$ cat src/rtl/div_seq.sv
// div_seq: sequential restoring divider, one quotient bit per cycle.
// Defining DIV_SIGNED_EN makes it a two's-complement divider; otherwise it divides unsigned operands.
module div_seq #(
    parameter int WIDTH = 32
) (
    input  logic             clk,
    input  logic             rst,
    input  logic             start,
    input  logic [WIDTH-1:0] dividend,
    input  logic [WIDTH-1:0] divisor,
    output logic [WIDTH-1:0] quotient,
    output logic [WIDTH-1:0] remainder,
    output logic             busy,
    output logic             done,
    output logic             dz
);
    localparam int CW = $clog2(WIDTH);
    typedef enum logic [1:0] {IDLE, CALC, FIX, DONE} state_t;
    state_t state, state_next;
    logic [WIDTH:0] a;
    logic [WIDTH-1:0] q, m, mag_n, mag_d, q_fix, r_fix;
    logic [CW-1:0] count;
    logic [WIDTH+1:0] shifted, diff;
    logic accept, zero;
    assign accept = (state == IDLE) && start;
    assign zero = (divisor == '0);
    assign busy = (state == CALC) || (state == FIX);
    assign done = (state == DONE);
    // The top bit of diff is the sign of the trial subtraction.
    assign shifted = {a, q[WIDTH-1]};
    assign diff = shifted - {2'b00, m};
`ifdef DIV_SIGNED_EN
    logic neg_q, neg_r;
    assign mag_n = dividend[WIDTH-1] ? -dividend : dividend;
    assign mag_d = divisor[WIDTH-1] ? -divisor : divisor;
    assign q_fix = neg_q ? -q : q;
    assign r_fix = neg_r ? -a[WIDTH-1:0] : a[WIDTH-1:0];
    always_ff @(posedge clk) begin
        if (!rst) begin
            neg_q <= 1'b0;
            neg_r <= 1'b0;
        end else if (accept) begin
            neg_q <= dividend[WIDTH-1] ^ divisor[WIDTH-1];
            neg_r <= dividend[WIDTH-1];
        end
    end
`else
    assign mag_n = dividend;
    assign mag_d = divisor;
    assign q_fix = q;
    assign r_fix = a[WIDTH-1:0];
`endif
    always_ff @(posedge clk) begin
        if (!rst) state <= IDLE;
        else state <= state_next;
    end
    always_comb begin
        state_next = state;
        if (accept) state_next = zero ? DONE : CALC;
        else if (state == CALC) state_next = (count == CW'(WIDTH - 1)) ? FIX : CALC;
        else if (state == FIX) state_next = DONE;
        else if (state == DONE) state_next = IDLE;
    end
    always_ff @(posedge clk) begin
        if (!rst) begin
            a         <= '0;
            q         <= '0;
            m         <= '0;
            count     <= '0;
            quotient  <= '0;
            remainder <= '0;
            dz        <= 1'b0;
        end else if (accept) begin
            a     <= '0;
            q     <= mag_n;
            m     <= mag_d;
            count <= '0;
            dz    <= zero;
            if (zero) begin
                quotient  <= '1;
                remainder <= dividend;
            end
        end else if (state == CALC) begin
            a     <= diff[WIDTH+1] ? shifted[WIDTH:0] : diff[WIDTH:0];
            q     <= {q[WIDTH-2:0], ~diff[WIDTH+1]};
            count <= count + CW'(1);
        end else if (state == FIX) begin
            quotient  <= q_fix;
            remainder <= r_fix;
        end
    end
endmodule

$ cat config.mk
export PLATFORM = sky130hd
export DESIGN_NAME = div_seq
export DESIGN_NICKNAME = d
export VERILOG_FILES = /design/src/rtl/div_seq.sv
export SDC_FILE = /design/constraint.sdc
export NUM_CORES = 1
export LEC_CHECK = 0
export CELL_PAD_IN_SITES_DETAIL_PLACEMENT = 0
export CELL_PAD_IN_SITES_GLOBAL_PLACEMENT = 1
export CORE_MARGIN = 4
export CORE_UTILIZATION = 41
export DETAILED_ROUTE_END_ITERATION = 8
export PLACE_DENSITY_LB_ADDON = 0.12
export SYNTH_ARGS = -nofsm -noshare
export SYNTH_HDL_FRONTEND = slang
export SYNTH_SLANG_ARGS = --single-unit
export TNS_END_PERCENT = 100
$ cat constraint.sdc
create_clock -name clk -period 3.7 [get_ports clk]
set_input_delay 0.37 -clock clk [delete_from_list [all_inputs] [get_ports clk]]
set_output_delay 0.37 -clock clk [all_outputs]
set_load 0.05 [all_outputs]
# Word level (Yosys, flattened, before mapping)
# Cells that the tools add are included.
dict set report word_totals {
  regBits 169
  inputBits 67
  output_inout_bits 67
}
dict set report classes {
  addsub 2
  n_eq_ne 6
  muxes 17
  bitwise_logic 2
  reduce_logical 9
}
# op n
set ops {}
lappend ops {{32-bit two-way mux} 10}
lappend ops {{34-bit by 32-bit subtractor with 34-bit output} 1}
lappend ops {{33-bit two-way mux} 1}
lappend ops {{32-bit logical NOT} 1}
lappend ops {{2-bit two-way mux} 6}
lappend ops {{5-bit by 1-bit adder with 5-bit output (second input constant)} 1}
lappend ops {{5-bit equality test (second input constant)} 1}
lappend ops {{2-bit equality test (second input constant)} 2}
lappend ops {{2-bit nonzero test} 2}
lappend ops {{4-bit nonzero test} 1}
lappend ops {{3-bit AND reduction} 1}
lappend ops {{2-bit by 1-bit equality test with 1-bit output (second input constant)} 1}
lappend ops {{2-bit logical NOT} 1}
lappend ops {{2-bit by 1-bit inequality test with 1-bit output (second input constant)} 1}
lappend ops {{2-bit inequality test (second input constant)} 1}
lappend ops {{1-bit inverter} 2}
lappend ops {{2-bit OR reduction} 1}
lappend ops {{1-bit logical AND} 1}
lappend ops {{1-bit logical OR} 1}

# Logic depth before layout (Yosys ltp)
dict set report depth {
  word_depth 5
  depth_mapped 13
}

# Worst setup path before layout
# Ideal clock, no wire load.
dict set report synth_timing {
  path_type {flip-flop to flip-flop}
  from {register q[31]}
  to {register a[32]}
  setup_ns 0.133
  t_arrival_ns 2.555
  required_ns 3.567
  path_slack_ns 1.013
  path_stages_with_launch 13
  path_buffers 0
  synth_period_minus_slack_ns 2.687
  cell_sequence {dfxtp_1 inv_1 ha_1 fa_1 nor2b_1 o21ai_0 o211a_1 o21ai_2 a31oi_1 o31a_1 o211a_1 xnor2_1 a21oi_1}
}
dict set report synth_between {
  elab_chain_len 2
}
# item line_no
set synth_rtl {}
lappend synth_rtl {{start, declared} 21} ;# logic [WIDTH-1:0] q, m, mag_n, mag_d, q_fix, r_fix;
lappend synth_rtl {{start signal, assigned} 75} ;# q <= mag_n;
lappend synth_rtl {{start signal, assigned} 85} ;# q <= {q[WIDTH-2:0], ~diff[WIDTH+1]};
lappend synth_rtl {{34-bit by 32-bit subtractor with 34-bit output} 31} ;# assign diff = shifted - {2'b00, m};
lappend synth_rtl {{33-bit two-way mux} 84} ;# a <= diff[WIDTH+1] ? shifted[WIDTH:0] : diff[WIDTH:0];
lappend synth_rtl {{end signal, assigned} 84}
lappend synth_rtl {{end, declared} 20} ;# logic [WIDTH:0] a;
# No other way between the ends.
# A chain may end at the register's enable or synchronous reset.

# Worst setup path after layout
dict set report layout_timing {
  from {register a[13]}
  to {register a[23]}
}
dict set report layout_between {
  elab_chain_len 2
}
# item line_no
set layout_rtl {}
lappend layout_rtl {{34-bit by 32-bit subtractor with 34-bit output} 31}
lappend layout_rtl {{33-bit two-way mux} 84}
# No other way between the ends.

==> metrics <==
crit path time final=3.33 ns; CTS H-tree lvls=4; Area Growth Syn to Fin=23.8%; CTS Root Cell=sky130_fd_sc_hd__clkbuf_16; worst flop-to-flop path startpoint=a[13]$_SDFFE_PP0P_; Seq/Total Area, Yosys=37.4%; minimum setup slack in the final design=0.366 ns; DPL Wire Length=18600 um; max frequency=300 MHz; cts repair resizes=0; dpl cell area=10600 um^2; core area=21800 um^2; Maximum Capacitance Violations=0; Final Max Slew Viols=0; initial detailed-routing violation count=429; clock net sink count=169; area occupied by multi-input gates=5220 um^2; proportion of register bits with asynchronous set or reset after synthesis=0%; Power Internal=5.93 mW; fraction of the mapped netlist area in simple logic gates=21.9%; data required time of the worst path=3.98 ns; pin count of the biggest net entering global routing=109; Fin. Hold Viols=0; FF+latch count, synth=169; Endpoint, Worst Hold=m[0]$_SDFFE_PN0P_; number of nets with antenna violations after detailed routing=0; fraction of power spent switching nets=46.3%; average instance area after synthesis=8.29 um^2; synthesis warning total=0; final design area excluding fillers=11200 um^2; max-slew headroom at the worst pin=21.9%; post-synthesis net count=1197; Via-to-Cell Ratio=5.32; number of top-level pins=134; hold path startpoint=rst; vias in the first global route=7464; WL final=25600 um; number of flops mapped to enable cells by yosys=0; slew at the pin with the worst max-slew slack=1.17 ns; RR Endpoint=a[23]$_SDFFE_PP0P_; signal arrival time at the worst endpoint=3.62 ns; weighted congestion reported at the end of routability-driven placement=0.860; chip width=156 um; Comb pwr share=59.8%; adder-cell share of the synthesized area=5.48%; clock buffer count from CTS=17; vertical die dimension=156 um; Max rail drop VDD=0.517 mV; endpoint class of the critical path=flip-flop; clock slew at reported path FFs=0.07 ns; Initial Util=41.6%; switching component of the power=5.11 mW; Die Area=24500 um^2; path category of the worst min-delay check=input port to flip-flop; wire length of the first global-routing pass=40900 um; count of cells along the worst register-to-register path=10; total overflow reported by the global router=0; type of origin of the critical path=flip-flop; number of rows created at floorplan=54; setup slack, reg-to-reg=0.37 ns; Synth Area in XOR/XNOR=2.81%; number of antenna cells inserted=0; largest family of logic cells by synthesized area=simple AND/OR/NAND/NOR gates; maximum buffer depth of the clock tree=2; clock insertion delay at the later pin of the skew report=0.44 ns; worst-case setup slack after placement=0.364 ns; Primary FF master, synth=sky130_fd_sc_hd__dfxtp_1; overall power after layout=11.0 mW; clock group share of total power=16.8%; fraction of synthesized area in multiplexers=6.98%; average routed wire per standard cell=17.3 um; Clock Skews=0.0142 ns; final setup violation count=0; # port buffers=133; compound-gate portion of the synthesized area=20.2%; vias=7869; critical path class=flip-flop to flip-flop; outcome=finished, final reports clean; CTS Hold Buffers Added=0; gate count of the mapped netlist=1091; area occupied by registers=3380 um^2; fraction of final layout cells with drive strength greater than 1=5.59%; standby leakage power=4.21 nW; all-layer global routing usage=21.0%; fillcell total=2121; P per Cell Area=986 nW/um^2; setup repair after global routing missed its margin=no; cell area after technology mapping=9040 um^2; initial antenna violation count=0; Layout Nets=1292; setup fix buffers added after clock tree synthesis=0; Fin Setup TNS=0 ns; DR pass1 iterations=5; Tcrit/Tclk final=90.1%; final design utilization=51.4%; portion of total power attributed to sequential cells=23.3%; top fanout value on the critical path=27; post-detailed-route DRC marker count=0; number of distinct standard cells referenced by the synthesized netlist=58; number of cells traversed by the worst hold path=2; TritonCTS clock tree=done
cell usage in the layout (no fill, tap or decap), drive strengths merged, types with 7 or more instances in the layout:
cell type | Yosys | final
dfxtp | 169 | 169
clkdlybuf4s50 | 0 | 132
nand2 | 129 | 129
nor2 | 83 | 83
o21ai | 75 | 75
mux2i | 63 | 63
a21oi | 62 | 62
inv | 40 | 48
nor2b | 41 | 41
nor3 | 38 | 38
and2 | 38 | 38
ha | 38 | 38
a21boi | 37 | 37
a221oi | 32 | 32
nor3b | 29 | 29
buf | 15 | 18
xnor2 | 17 | 17
clkbuf | 59 | 17
a21o | 13 | 13
xor2 | 12 | 12
nor4 | 11 | 11
and3 | 9 | 9
nand3 | 8 | 8
clkinv | 1 | 7
routing by layer:
layer / vias up / GRT usage, % / part of all wire [%]
met1: 3674 / 31.1 / 50
met4: 0 / 3.84 / 0.81
met2: 138 / 31.1 / 44
met5: - / 0 / 0
met3: 14 / 5.20 / 5.2
li1: 4043 / - / -
layout make-up:
cell class | instances | area share (%)
clock buffer | 17 | 3.80
timing repair buffer | 150 | 13.1
multi-input combinational | 807 | 46.6
clock inverter | 15 | 1.74
tap | 280 | 3.13
inverter | 41 | 1.38
sequential | 169 | 30.2
worst max path at each step:
stage / startpoint / cells past startpoint / to / slack, ns
2_1_floorplan: q[31]$_SDFFE_PN0P_ / 12 / a[32]$_SDFFE_PP0P_ / 1.01
3_3_place_gp: a[10]$_SDFFE_PP0P_ / 10 / a[24]$_SDFFE_PP0P_ / 0.38
3_5_place_dp: a[10]$_SDFFE_PP0P_ / 11 / a[16]$_SDFFE_PP0P_ / 0.36
4_1_cts: a[10]$_SDFFE_PP0P_ / 10 / a[23]$_SDFFE_PP0P_ / 0.35
5_1_grt: a[10]$_SDFFE_PP0P_ / 11 / a[16]$_SDFFE_PP0P_ / 0.07
6_report: a[13]$_SDFFE_PP0P_ / 10 / a[23]$_SDFFE_PP0P_ / 0.37
critical path: stages, from the launching register on:
cell,delay [ns]
sky130_fd_sc_hd__dfxtp_1,0.40
sky130_fd_sc_hd__ha_1,0.46
sky130_fd_sc_hd__nand4_1,0.18
sky130_fd_sc_hd__nor3_1,0.35
sky130_fd_sc_hd__nand4_1,0.21
sky130_fd_sc_hd__a21oi_1,0.29
sky130_fd_sc_hd__nand4bb_1,0.20
sky130_fd_sc_hd__o211a_4,0.50
sky130_fd_sc_hd__buf_4,0.28
sky130_fd_sc_hd__mux2i_1,0.22
sky130_fd_sc_hd__a21oi_1,0.08
per-stage QoR:
step	hold WS [ns]	cells
floorplan	0.443	1091
global placement	0.452	1447
detailed placement	0.456	1447
CTS	0.345	1479
global route	0.366	1479
finish	0.362	1479
cell usage after synthesis (6+ instances only):
cell,count,area (um^2)
sky130_fd_sc_hd__dfxtp_1,169,3380
sky130_fd_sc_hd__nand2_1,129,484
sky130_fd_sc_hd__nor2_1,83,312
sky130_fd_sc_hd__o21ai_0,74,370
sky130_fd_sc_hd__mux2i_1,63,631
sky130_fd_sc_hd__a21oi_1,62,310
sky130_fd_sc_hd__clkbuf_1,59,221
sky130_fd_sc_hd__nor2b_1,41,257
sky130_fd_sc_hd__inv_1,40,150
sky130_fd_sc_hd__and2_1,38,238
sky130_fd_sc_hd__ha_1,38,475
sky130_fd_sc_hd__a21boi_0,37,278
sky130_fd_sc_hd__nor3_1,37,185
sky130_fd_sc_hd__a221oi_1,32,280
sky130_fd_sc_hd__nor3b_1,29,218
sky130_fd_sc_hd__xnor2_1,17,149
sky130_fd_sc_hd__a21o_1,13,97.6
sky130_fd_sc_hd__xor2_1,12,105
sky130_fd_sc_hd__nor4_1,10,62.6
sky130_fd_sc_hd__and3_1,9,56.3
sky130_fd_sc_hd__nand3_1,8,40.0
sky130_fd_sc_hd__a211oi_1,6,45.0
sky130_fd_sc_hd__buf_1,6,22.5
sky130_fd_sc_hd__buf_2,6,30.0
sky130_fd_sc_hd__nand4_1,6,37.5
sky130_fd_sc_hd__o221a_2,6,67.6
sequential cells by signal, indices dropped and copies added (netlist names):
register and flops:
a 33, count 5, dz 1, m 32, q 32, quotient 32
remainder 32, state 2
power groups by stage:
stage | combinational, mW | sequential, mW | clock [mW]
final | 6.60 | 2.57 | 1.86
after global routing | 7.31 | 2.63 | 1.98
after CTS | 6.61 | 2.57 | 1.90
after detailed placement | 6.57 | 2.61 | 0
after global placement | 6.56 | 2.61 | 0
after floorplan | 4.93 | 2.79 | 0
cells by family (layout without fill, tap and decap cells):
group	count (synthesis)	after routing
AOI/OAI and AO/OA	275	275
xor gates and xnor gates	29	29
adders and majority gates	39	39
buffers and inverters	115	223
DFF	169	169
muxes	63	63
and+or+nand+nor	401	401
No activity file was read; power rests on OpenSTA's default activity.
